$ cat src/rtl/chip_dma_pkg.sv
// Shared owner codes, slot map and DMACON bit positions
// for the chip-bus DMA slot scheduler.
package chip_dma_pkg;

   localparam int HPOS_W = 9;

   typedef enum logic [3:0] {
      OWN_IDLE = 4'd0,
      OWN_REF  = 4'd1,
      OWN_DSK  = 4'd2,
      OWN_AUD  = 4'd3,
      OWN_SPR  = 4'd4,
      OWN_BPL  = 4'd5,
      OWN_COP  = 4'd6,
      OWN_BLT  = 4'd7,
      OWN_CPU  = 4'd8
   } owner_e;

   localparam logic [HPOS_W-1:0] REF_SLOT0     = 9'h001;
   localparam logic [HPOS_W-1:0] DSK_SLOT0     = 9'h009;
   localparam logic [HPOS_W-1:0] AUD_SLOT0     = 9'h00F;
   localparam logic [HPOS_W-1:0] SPR_SLOT0     = 9'h017;
   localparam logic [HPOS_W-1:0] SPR_SLOT_LAST = 9'h035;

   localparam int DMA_DMAEN = 9;
   localparam int DMA_BPLEN = 8;
   localparam int DMA_COPEN = 7;
   localparam int DMA_BLTEN = 6;
   localparam int DMA_SPREN = 5;
   localparam int DMA_DSKEN = 4;

endpackage

$ cat src/rtl/chip_dma_hctr.sv
// Horizontal beam counter in CCK units with NTSC long/short
// line alternation and a one-clock line start strobe.
module chip_dma_hctr
   import chip_dma_pkg::*;
#(
   parameter int HTOT_SHORT = 227,
   parameter int HTOT_LONG  = 228
) (
   input  logic              clk_i,
   input  logic              rst_i,
   input  logic              cck_ena_i,
   input  logic              ntscn_pal_i,
   output logic [HPOS_W-1:0] hpos_o,
   output logic [HPOS_W-1:0] hpos_next_o,
   output logic              lol_o,
   output logic              line_strt_o
);

   logic [HPOS_W-1:0] hpos_q, hpos_d;
   logic [HPOS_W-1:0] hpos_last;
   logic              lol_q, lol_d;
   logic              line_strt_q, line_strt_d;
   logic              wrap;

   assign hpos_last = lol_q ? HPOS_W'(HTOT_LONG - 1)
                            : HPOS_W'(HTOT_SHORT - 1);
   assign wrap        = (hpos_q == hpos_last);
   assign hpos_next_o = wrap ? '0 : hpos_q + HPOS_W'(1);

   // PAL always runs short lines; NTSC alternates at every wrap
   always_comb begin
      hpos_d      = hpos_q;
      lol_d       = lol_q;
      line_strt_d = 1'b0;
      if (cck_ena_i) begin
         hpos_d      = hpos_next_o;
         line_strt_d = wrap;
         if (wrap) begin
            lol_d = ~ntscn_pal_i & ~lol_q;
         end
      end
   end

   always_ff @(posedge clk_i) begin
      if (rst_i) begin
         hpos_q      <= '0;
         lol_q       <= 1'b0;
         line_strt_q <= 1'b0;
      end else begin
         hpos_q      <= hpos_d;
         lol_q       <= lol_d;
         line_strt_q <= line_strt_d;
      end
   end

   assign hpos_o      = hpos_q;
   assign lol_o       = lol_q;
   assign line_strt_o = line_strt_q;

endmodule

$ cat src/rtl/chip_dma_slot_sched.sv
// Per-CCK chip-bus owner selection: fixed-slot DMA, bitplane
// steal, copper, blitter with CPU nice-mode fairness, CPU.
module chip_dma_slot_sched
   import chip_dma_pkg::*;
#(
   parameter int HTOT_SHORT = 227,
   parameter int HTOT_LONG  = 228,
   parameter int NICE_LIMIT = 3
) (
   input  logic              main_clk,
   input  logic              main_rst,
   input  logic              cck_ena,
   input  logic              ntscn_pal,
   input  logic [9:0]        dmacon,
   input  logic              bltpri,
   input  logic              dsk_req,
   input  logic [3:0]        aud_req,
   input  logic [7:0]        spr_req,
   input  logic              bpl_req,
   input  logic              cop_req,
   input  logic              blt_req,
   input  logic              cpu_req,
   output logic [HPOS_W-1:0] hpos,
   output logic              lol,
   output logic              line_strt,
   output logic [3:0]        own,
   output logic [2:0]        own_idx,
   output logic              cpu_gnt
);

   localparam int NICE_W = $clog2(NICE_LIMIT + 1);
   localparam logic [NICE_W-1:0] NICE_MAX = NICE_W'(NICE_LIMIT);

   logic [HPOS_W-1:0] slot;
   logic              ref_slot, dsk_slot, aud_slot, spr_slot;
   logic [1:0]        aud_k;
   logic [2:0]        spr_n;
   logic              forced_cpu;

   owner_e            own_q, own_d;
   logic [2:0]        idx_q, idx_d;
   logic [NICE_W-1:0] nice_q, nice_d;

   chip_dma_hctr #(
      .HTOT_SHORT (HTOT_SHORT),
      .HTOT_LONG  (HTOT_LONG)
   ) u_hctr (
      .clk_i       (main_clk),
      .rst_i       (main_rst),
      .cck_ena_i   (cck_ena),
      .ntscn_pal_i (ntscn_pal),
      .hpos_o      (hpos),
      .hpos_next_o (slot),
      .lol_o       (lol),
      .line_strt_o (line_strt)
   );

   assign ref_slot = slot[0] && (slot <= REF_SLOT0 + 9'd6);
   assign dsk_slot = (slot == DSK_SLOT0)
                  || (slot == DSK_SLOT0 + 9'd2)
                  || (slot == DSK_SLOT0 + 9'd4);
   assign aud_slot = slot[0] && (slot >= AUD_SLOT0)
                  && (slot <= AUD_SLOT0 + 9'd6);
   assign spr_slot = slot[0] && (slot >= SPR_SLOT0)
                  && (slot <= SPR_SLOT_LAST);
   assign aud_k    = 2'((slot - AUD_SLOT0) >> 1);
   assign spr_n    = 3'((slot - SPR_SLOT0) >> 2);

   assign forced_cpu = !bltpri && (nice_q == NICE_MAX);

   // Bitplane fetch may only steal sprite and free slots
   always_comb begin
      own_d = OWN_IDLE;
      idx_d = '0;
      if (ref_slot) begin
         own_d = OWN_REF;
      end else if (!dmacon[DMA_DMAEN]) begin
         own_d = cpu_req ? OWN_CPU : OWN_IDLE;
      end else if (bpl_req && dmacon[DMA_BPLEN]
                   && !dsk_slot && !aud_slot) begin
         own_d = OWN_BPL;
      end else if (dsk_slot && dmacon[DMA_DSKEN] && dsk_req) begin
         own_d = OWN_DSK;
      end else if (aud_slot && dmacon[aud_k] && aud_req[aud_k]) begin
         own_d = OWN_AUD;
         idx_d = {1'b0, aud_k};
      end else if (spr_slot && dmacon[DMA_SPREN] && spr_req[spr_n]) begin
         own_d = OWN_SPR;
         idx_d = spr_n;
      end else if (!slot[0] && dmacon[DMA_COPEN] && cop_req) begin
         own_d = OWN_COP;
      end else if (dmacon[DMA_BLTEN] && blt_req && !forced_cpu) begin
         own_d = OWN_BLT;
      end else if (cpu_req) begin
         own_d = OWN_CPU;
      end
   end

   always_comb begin
      nice_d = nice_q;
      if (own_d == OWN_BLT && cpu_req) begin
         if (nice_q != NICE_MAX) begin
            nice_d = nice_q + NICE_W'(1);
         end
      end else if (own_d == OWN_CPU || !cpu_req) begin
         nice_d = '0;
      end
   end

   always_ff @(posedge main_clk) begin
      if (main_rst) begin
         own_q  <= OWN_IDLE;
         idx_q  <= '0;
         nice_q <= '0;
      end else if (cck_ena) begin
         own_q  <= own_d;
         idx_q  <= idx_d;
         nice_q <= nice_d;
      end
   end

   assign own     = own_q;
   assign own_idx = idx_q;
   assign cpu_gnt = (own_q == OWN_CPU);

endmodule

$ cat config.mk
export PLATFORM = sky130hd
export DESIGN_NAME = chip_dma_slot_sched
export DESIGN_NICKNAME = d
export VERILOG_FILES = /design/src/rtl/chip_dma_pkg.sv /design/src/rtl/chip_dma_hctr.sv /design/src/rtl/chip_dma_slot_sched.sv
export SDC_FILE = /design/constraint.sdc
export NUM_CORES = 1
export LEC_CHECK = 0
export CELL_PAD_IN_SITES_DETAIL_PLACEMENT = 1
export CELL_PAD_IN_SITES_GLOBAL_PLACEMENT = 2
export CORE_MARGIN = 2
export CORE_UTILIZATION = 28
export CTS_CLUSTER_SIZE = 28
export DETAILED_ROUTE_END_ITERATION = 16
export PLACE_DENSITY = 0.91
export SLEW_MARGIN = 15
export SYNTH_ARGS = -nofsm -noshare
export SYNTH_HDL_FRONTEND = slang
export SYNTH_SLANG_ARGS = --single-unit
$ cat constraint.sdc
create_clock -name main_clk -period 9.6 [get_ports main_clk]
set_input_delay 2.4 -clock main_clk [delete_from_list [all_inputs] [get_ports main_clk]]
set_output_delay 2.4 -clock main_clk [all_outputs]
set_load 0.01 [all_outputs]
==> results.txt, run 1 <==
Peak VDD IR -> 0.00005818 V
Worst R2R End -> nice_q[1]
Root Buffer -> clkbuf_8
Routability congestion estimate -> 0.8346
Postcts setup bufs -> 0
Fin crit share -> 0.4333
Die ar. -> 0.006708 mm2
Pins Over Slew Limit -> 0
Initial DRC count -> 96
ANT nets after route -> 0
Hold Fails Final Rpt -> 0
Psw -> 0.00005320 W
Syn Nets -> 256
Clock-pin slew on the worst setup and hold paths -> 70 ps
Synth Instances -> 221
# IOs -> 51
Initial Util -> 0.2887
Grt met3 use -> 0.02967
Post-synth EDFFs -> 0
CTS H-tree lvls -> 1
DRC -> 0
CP Capture Type -> flip-flop
First-pass GRT wire length -> 9066 um
Port-buffer cells -> 50
Fraction of layout cells with a size suffix above 1 -> 0.06178
Core Region -> 0.005886 mm2
Type of element launching the critical path -> primary input
Cts hold-fix bufs -> 0
Num CTS Buffers -> 3
Ant diodes -> 0
Final setup violation count -> 0
Reg power frac -> 0.457
Switching part of the total -> 0.2772
R2R depth -> 12
#FFs+latches synth -> 20
CTS Buffer Depth -> 2
Synth Flop Type -> dfxtp_1
WHS Endpoint -> own[1]
Layout Nets -> 296
Die X -> 81.90 um
GRT Util Overall -> 0.1726
Clock skew -> 0.9959 ps
Synthesis warning total -> 0
Lkg Pwr -> 0.8084 nW
Area post-placement -> 0.002228 mm2
Cell count of the worst hold path -> 2
Crit Path Max Fanout -> 5
Synth unique cells -> 60
Largest net degree at the start of global routing -> 21
Met1 usage in global routing -> 0.2180
PostCTS Resize Cnt -> 0
Post-route cell area -> 0.002270 mm2
Drt first pass iters -> 4
R2R Path Start -> u_hctr.hpos_o[1]
Required @ worst endpoint -> 9750 ps
Total grt overflow -> 0
Hold Crit Start -> own[1]
Vias per inst -> 5.455
CP arrival -> 4310 ps
Dpl ws -> 5165 ps
Max-Cap Viols -> 0
Drt total wl -> 5194 um
Hpwl dp -> 4085 um
# clock sinks -> 20
RSZ-0062 raised after global routing -> false
Shortest period the worst path allows -> 4160 ps
Area Growth Syn to Fin -> 33.58%
Vias in the first global route -> 1901
WS Path Type -> primary input to flip-flop
Worst skew pair latency -> 250 ps
Hold Crit Class -> flip-flop to flip-flop
CTS tree -> yes
Met2 global-route usage -> 0.3065
Internal -> 0.0001388 W
Clock network power share -> 0.282
DIE HEIGHT -> 81.90 um
Relative slew slack -> 0.5095
Ys async rst share -> 0
R2r setup slk -> 5500 ps
Post-Syn Area per Cell -> 7.688 um2
Sequential fraction of the synthesis area -> 0.2356
Num rows -> 28
Final worst slack -> 5440 ps
WL/cell -> 15.55 um
Pwr Density -> 84.58 mW/mm2
Combinational power share -> 0.261
Initial antenna violation count -> 0
Mapped Area -> 0.001699 mm2
F_max -> 0.2404 GHz
Busiest layer in global routing -> met2
Outcome -> completed
Vias after detailed routing -> 1822
Least-Margin Pin Slew -> 733.5 ps
Post-route setup TNS -> 0 ps
==> placed cells by master (no fill, tap or decap), drive strengths merged, types with 4 or more instances in the layout <==
cell / instances
xor2: 4
o21ai: 12
or3: 5
nor2: 22
inv: 11
clkdlybuf4s50: 50
dfxtp: 20
a21o: 5
a21oi: 11
nor4: 4
a211oi: 4
xnor2: 4
nand2: 26
nand4: 5
a31oi: 6
nand3: 10
==> registers in the layout, summed over array words and instances, names as in the netlist <==
register	flops
nice_q	2
own	4
own_idx	3
u_hctr.hpos_o	9
u_hctr.line_strt_o	1
u_hctr.lol_o	1
==> cell usage after synthesis (all sizes together) (2+ instances only) <==
library cell	number	share of area
mux2i	2	0.012
and3	3	0.011
xnor2	4	0.021
a211oi	4	0.018
nand2	26	0.062
o41ai	2	0.010
xor2	4	0.021
a21oi	11	0.032
o31ai	2	0.0088
nor2b	3	0.011
or2	2	0.0074
a21boi	2	0.0088
clkbuf	11	0.024
o2111ai	2	0.010
nand3	10	0.029
a22oi	2	0.0088
or4	3	0.013
nand2b	2	0.0074
mux4	2	0.029
o21ai	12	0.035
buf	4	0.014
and4b	2	0.012
nor2	22	0.050
nand4	5	0.018
or3	5	0.018
a311oi	2	0.010
nor3	2	0.0059
a31oi	6	0.022
ha	3	0.022
dfxtp	20	0.24
nor4	4	0.027
inv	11	0.024
and4	3	0.016
o311ai	2	0.015
a21o	5	0.023
a2bb2oi	3	0.026
==> layer usage <==
layer	up-vias	share of wire
li1	901	-
met1	861	0.45
met2	54	0.49
met3	6	0.050
met4	0	0.013
met5	-	0
==> how the worst max path moves through the flow <==
stage / cells past startpoint / slack, ps / start / to
2_1_floorplan: 9 / 5770 / aud_req[3] / nice_q[1]
6_report: 10 / 5440 / aud_req[3] / nice_q[1]
4_1_cts: 10 / 5440 / aud_req[3] / nice_q[1]
3_5_place_dp: 10 / 5170 / aud_req[3] / nice_q[1]
3_3_place_gp: 10 / 5200 / aud_req[3] / nice_q[1]
5_1_grt: 12 / 5260 / u_hctr.hpos_o[1] / own_idx[1]
==> critical path, stage by stage <==
cell	delay (ps)
clkdlybuf4s50_1	390
nand2_1	60
nor2_1	30
a31oi_1	210
o31ai_1	150
a32oi_4	280
and4b_1	230
a21o_1	130
o311ai_2	120
a32o_1	300
==> final cells by class <==
type | count | area, um2
clock buffers | 3 | 41.29
repair buffers | 50 | 500.5
multi-input cells | 175 | 1192
inverters | 11 | 41.29
well taps | 75 | 93.84
fillers | 711 | 3616
flip-flops and latches | 20 | 400.4
==> per-stage QoR <==
stage	util	power [W]	instances	hold slack, ps
2_1_floorplan	-	0.0001170	221	473.0
3_3_place_gp	0.3786	0.0001388	331	479.4
3_5_place_dp	0.3786	0.0001401	331	477.3
4_1_cts	0.3856	0.0001944	334	487.1
5_1_grt	0.3856	0.0002063	334	517.4
6_report	0.3856	0.0001920	334	483.0
==> power groups by stage <==
stage                     Clock (W)  Sequential [W]  Combinational, W
after floorplan                   0       0.0000878         0.0000291
after global placement            0       0.0000895         0.0000492
after detailed placement          0       0.0000897         0.0000503
after CTS                 0.0000561       0.0000878         0.0000506
after global routing      0.0000627       0.0000882         0.0000555
final                     0.0000541       0.0000878         0.0000501
==> logic make-up after synthesis <==
kind of cell               after synthesis  share of synthesized area
AOI/OAI and AO/OA                       61                     0.2725
and+or+nand+nor                         99                     0.3255
DFF                                     20                     0.2356
adders and majority gates                3                    0.02209
buffers and inverters                   26                    0.06259
muxes                                    4                    0.04050
xor gates and xnor gates                 8                    0.04123
Note: power is estimated with default switching activity, not from simulation.
==> run 2, diff against run 1 <==
Settings changed: CORE_UTILIZATION 28 to 26, PLACE_DENSITY 0.91 to 0.86.
Clock period 9.6 ns to 4 ns, I/O delays scaled along.
==> results.txt, run 2 (synthesized netlist as in run 1, its figures left out) <==
Final core utilization -> 0.3732
F_max -> 0.2743 GHz
Postcts setup bufs -> 0
Hold Crit Start -> own[1]
CTS tree -> yes
CP Buf/Inv Count -> 1
DIE HEIGHT -> 84.84 um
Die X -> 84.84 um
Required @ worst endpoint -> 4150 ps
GRT Util Overall -> 0.1588
Pins Over Slew Limit -> 0
Hold Crit Class -> flip-flop to flip-flop
Total grt overflow -> 0
ANT nets after route -> 0
Vias per inst -> 5.408
Vias after detailed routing -> 1871
Max FFs per register -> 9
Hpwl dp -> 4395 um
Max-Cap Viols -> 0
Initial DRC count -> 88
Post-route cell area -> 0.002370 mm2
CTS Buffer Depth -> 2
CP cell instances -> nand3_1 > buf_4 > o41a_1 > ha_1 > nor2_1 > a31oi_1 > o31ai_1 > a32oi_4 > and4b_1 > a21o_1 > o311ai_2 > a32o_1
Worst skew pair latency -> 260 ps
CTS H-tree lvls -> 1
R2R Path Start -> u_hctr.hpos_o[5]
Most frequent cells in the layout -> clkdlybuf4s50_1, nand2_1, nor2_1
Dpl ws -> 392.2 ps
# clock sinks -> 20
CP endpoint -> nice_q[1]
Max incr delay on CP -> 600 ps
Worst R2R End -> nice_q[1]
Outcome -> completed
CP arrival -> 3800 ps
Shortest period the worst path allows -> 3645 ps
Lkg Pwr -> 0.8689 nW
Area post-placement -> 0.002298 mm2
CP max-delay cell -> dfxtp_1
Total power draw -> 0.0005421 W
Num CTS Buffers -> 3
Clock-pin slew on the worst setup and hold paths -> 90 ps
Family with the most delay on the worst path -> compound AO/OA/AOI/OAI gates
Die ar. -> 0.007198 mm2
Routability congestion estimate -> 0.8471
Peak VDD IR -> 0.0001124 V
WS Path Type -> flip-flop to flip-flop
Layout Nets -> 305
Final worst slack -> 354.7 ps
Cts hold-fix bufs -> 0
Area Growth Syn to Fin -> 39.47%
Drt total wl -> 5645 um
Least-Margin Pin Slew -> 807.0 ps
Vias in the first global route -> 1928
R2R depth -> 12
Clock skew -> 7.158 ps
Fraction of layout cells with a size suffix above 1 -> 0.09665
First-pass GRT wire length -> 9280 um
Crit Path Max Fanout -> 13
Ant diodes -> 0
CP Capture Type -> flip-flop
Initial antenna violation count -> 0
R2r setup slk -> 350 ps
Fin crit share -> 0.9113
Hold Fails Final Rpt -> 0
PostCTS Resize Cnt -> 0
Most common cell after layout, fill and taps aside -> clkdlybuf4s50_1
Largest net degree at the start of global routing -> 21
Post-route setup TNS -> 0 ps
Initial Util -> 0.2676
Pwr Density -> 228.7 mW/mm2
Port-buffer cells -> 50
Final setup violation count -> 0
Num rows -> 29
Levels on crit path -> 12
Root Buffer -> clkbuf_8
DRC -> 0
Core Region -> 0.006350 mm2
RSZ-0062 raised after global routing -> false
Type of element launching the critical path -> flip-flop
Worst Setup SP -> u_hctr.hpos_o[5]
# IOs -> 51
WL/cell -> 16.32 um
Drt first pass iters -> 4
Filler Cell Count -> 761
Relative slew slack -> 0.4603
run 2: stage by stage:
step,cells,hold WS [ps]
4_1_cts,346,493.2
6_report,346,487.6
3_5_place_dp,342,482.5
3_3_place_gp,342,472.0
2_1_floorplan,221,473.0
5_1_grt,346,519.0
run 2: power by group:
part / leakage, nW / switching [W] / total [W] / internal [W]
Combinational: 0.671 / 0.0000617 / 0.000128 / 0.0000662
Clock: 0.0357 / 0.0000730 / 0.000206 / 0.000134
Sequential: 0.162 / 0.00000562 / 0.000208 / 0.000202
run 2: cell type report:
| class | count | area (um2) | area share |
|---|---|---|---|
| multi-input cells | 175 | 1192 | 0.5032 |
| repair buffers | 59 | 568.0 | 0.2397 |
| flip-flops and latches | 20 | 400.4 | 0.1690 |
| well taps | 77 | 96.34 | 0.04065 |
| clock buffers | 3 | 41.29 | 0.01742 |
| inverters | 11 | 41.29 | 0.01742 |
| clock inverters | 1 | 30.03 | 0.01267 |
run 2: how the worst min path moves through the flow:
stage,end,cells past startpoint
floorplan,nice_q[1],1
global placement,own[3],2
detailed placement,own[3],2
CTS,own[3],2
global route,own[3],2
finish,own[1],2
run 2: worst reg2reg max path, delay by kind of cell, from the launching register on:
kind / cells / cell delay [ps]
AO/OA/AOI/OAI: 7 / 1610
AND/OR/NAND/NOR: 3 / 630
flip-flops: 1 / 600
adder cells (fa/ha/maj): 1 / 440
buffers and inverters: 1 / 250
run 2: routing by layer:
metal,vias up,wire [um],global-route usage
met5,-,0,0
met4,0,61,0.03608
met3,6,173,0.02043
met2,38,2846,0.2921
met1,907,2564,0.1970
li1,920,-,-
==> RTL change, RTL diff (config.mk and constraints of run 2) <==
`HPOS_W`: 9 -> 11.
--- a/src/rtl/chip_dma_pkg.sv
+++ b/src/rtl/chip_dma_pkg.sv
@@ -3,5 +3,5 @@
 package chip_dma_pkg;
 
-   localparam int HPOS_W = 9;
+   localparam int HPOS_W = 11;
 
    typedef enum logic [3:0] {
Ports: changed (resized hpos); port bits go from 51 to 53. No check against the original RTL was run, so the function may have changed too.
==> RTL change against run 2 <==
Sequential cell count up 2; critical endpoint is now own[3]; area after synthesis up 19%; power up 0.68%; die area up 18%; synthesized cell count up 14%; routed wire length up 20%; critical path type unchanged; final area up 15%; worst setup slack better by 0.027 ns.
==> RTL change: results (changes against run 2) <==
- Syn_area_per_cell: 8.00 µm² (was 7.69 µm²)
- Worst r2r path cells: 13 (was 12)
- Placer Congestion: 0.891 (was 0.847)
- Total GRT Usage: 16.5% (was 15.9%)
- Max FFs per register: 11 (was 9)
- Capturing point of the worst reg2reg path: own[3] (was nice_q[1])
- Placed Instances: 404 (was 342)
- Slew headroom: 56.4% (was 46.0%)
- Top cells by count, synth: nor2_1 (25), dfxtp_1 (22), nand2_1 (19) (was nand2_1 (25), nor2_1 (21), dfxtp_1 (20))
- Share of post-route cells with drive strength above 1: 13.7% (was 9.67%)
- Antenna diodes: 0 (unchanged)
- Arrival @ worst endpoint: 3.79 ns (was 3.80 ns)
- Via count: 2178 (was 1871)
- Sequential share of the synthesized area: 21.8% (was 23.6%)
- Worst Hold Class: flop to flop (unchanged)
- CTS tree: yes (unchanged)
- Fin nets: 343 (was 305)
- First-pass GRT wire length: 11200 µm (was 9280 µm)
- Synth cell types: 77 (was 60)
- Largest net degree at the start of global routing: 22 (was 21)
- Mapped Nets: 289 (was 256)
- Flop2flop setup slack: 0.38 ns (was 0.35 ns)
- Setup crit end: own[3] (was nice_q[1])
- WL/cell: 16.6 µm (was 16.3 µm)
- Final period util: 90.5% (was 91.1%)
- Outcome: completed (unchanged)
- Pre-CTS setup slack: 0.414 ns (was 0.392 ns)
- R2R Path Start: u_hctr.hpos_o[7] (was u_hctr.hpos_o[5])
- VDD IR max: 91.8 µV (was 112 µV)
- DRT iter0 DRCs: 82 (was 88)
- Leakage: 0.000957 µW (was 0.000869 µW)
- DP Wirelength: 5390 µm (was 4390 µm)
- CP Max Fanout: 10 (was 13)
- Post-DR vias/cell: 5.34 (was 5.41)
- Port Buffer Count: 52 (was 50)
- Final setup skew: 0.00683 ns (was 0.00716 ns)
- Synth top area cells: dfxtp_1 (22%), nor2_1 (4.6%), a21oi_1 (4.5%) (was dfxtp_1 (24%), nand2_1 (5.5%), nor2_1 (4.6%))
- DRT Pass-1 Iters: 4 (unchanged)
- Async SR Flop Fraction: 0% (unchanged)
## RTL change: cell types whose count changed in the layout (fill, tap and decap cells not counted), sizes merged, moves of 3 or more
cell     delta
xnor2       +6
nand2       -6
xor2        +3
a21o        -5
o211ai      +5
a21oi       +8
nor2        +3
nor3        +9
a2bb2oi     -3
mux2        +3
## RTL change: power breakdown
group | switching (µW) | internal (µW) | total [µW] | leakage [µW]
logic | 79.8 | 74.0 | 154 | 0.000750
clock network | 79.2 | 88.0 | 167 | 0.0000288
registers | 2.37 | 222 | 225 | 0.000178
## RTL change: critical path, stage by stage (launching register included)
cell	delay (ns)
dfxtp_1	0.56
and4bb_1	0.35
nand4_2	0.22
nand2b_2	0.18
inv_2	0.08
ha_1	0.27
inv_1	0.14
xnor2_2	0.17
mux2_4	0.33
or4_1	0.54
nand2_1	0.17
or3b_1	0.14
o22ai_1	0.09
a41o_1	0.27
## RTL change: cell families after synthesis
logic type	count (synthesis)	synth area share [%]
xor gates and xnor gates	17	8.84
adders and majority gates	4	2.47
muxes	5	2.84
AOI/OAI and AO/OA	70	26.7
DFF	22	21.8
buffers and inverters	26	5.81
and+or+nand+nor	109	31.5
## RTL change: routing by layer
| metal | up-vias | global-route usage, % | wire length, µm |
|---|---|---|---|
| li1 | 1059 | - | - |
| met1 | 1059 | 22.9 | 3310 |
| met2 | 53 | 26.5 | 3220 |
| met3 | 7 | 1.73 | 138 |
| met4 | 0 | 5.97 | 112 |
| met5 | - | 0 | 0 |
## RTL change: final cells by class
class / count / area [µm²]
Fill cell: 930 / 4910
Multi-Input combinational cell: 205 / 1470
Timing Repair Buffer: 62 / 596
Sequential cell: 22 / 440
Tap cell: 102 / 128
Clock buffer: 4 / 55.1
Inverter: 13 / 48.8
## RTL change: through the flow
stage | instance area (µm²) | hold WS (ns)
floorplan | 2020 | 0.484
global placement | 2680 | 0.453
CTS | 2730 | 0.470
global route | 2730 | 0.497
detailed placement | 2680 | 0.452
finish | 2730 | 0.463
## RTL change: worst min-delay path by stage
| stage | cells after the start | from | end | slack, ns |
|---|---|---|---|---|
| CTS | 2 | own_idx[0] | own_idx[0] | 0.47 |
| detailed placement | 2 | own_idx[0] | own_idx[0] | 0.45 |
| finish | 2 | own_idx[0] | own_idx[0] | 0.46 |
| global route | 2 | own_idx[0] | own_idx[0] | 0.50 |
| global placement | 2 | own_idx[2] | own_idx[2] | 0.45 |
| floorplan | 2 | own_idx[0] | own_idx[0] | 0.48 |
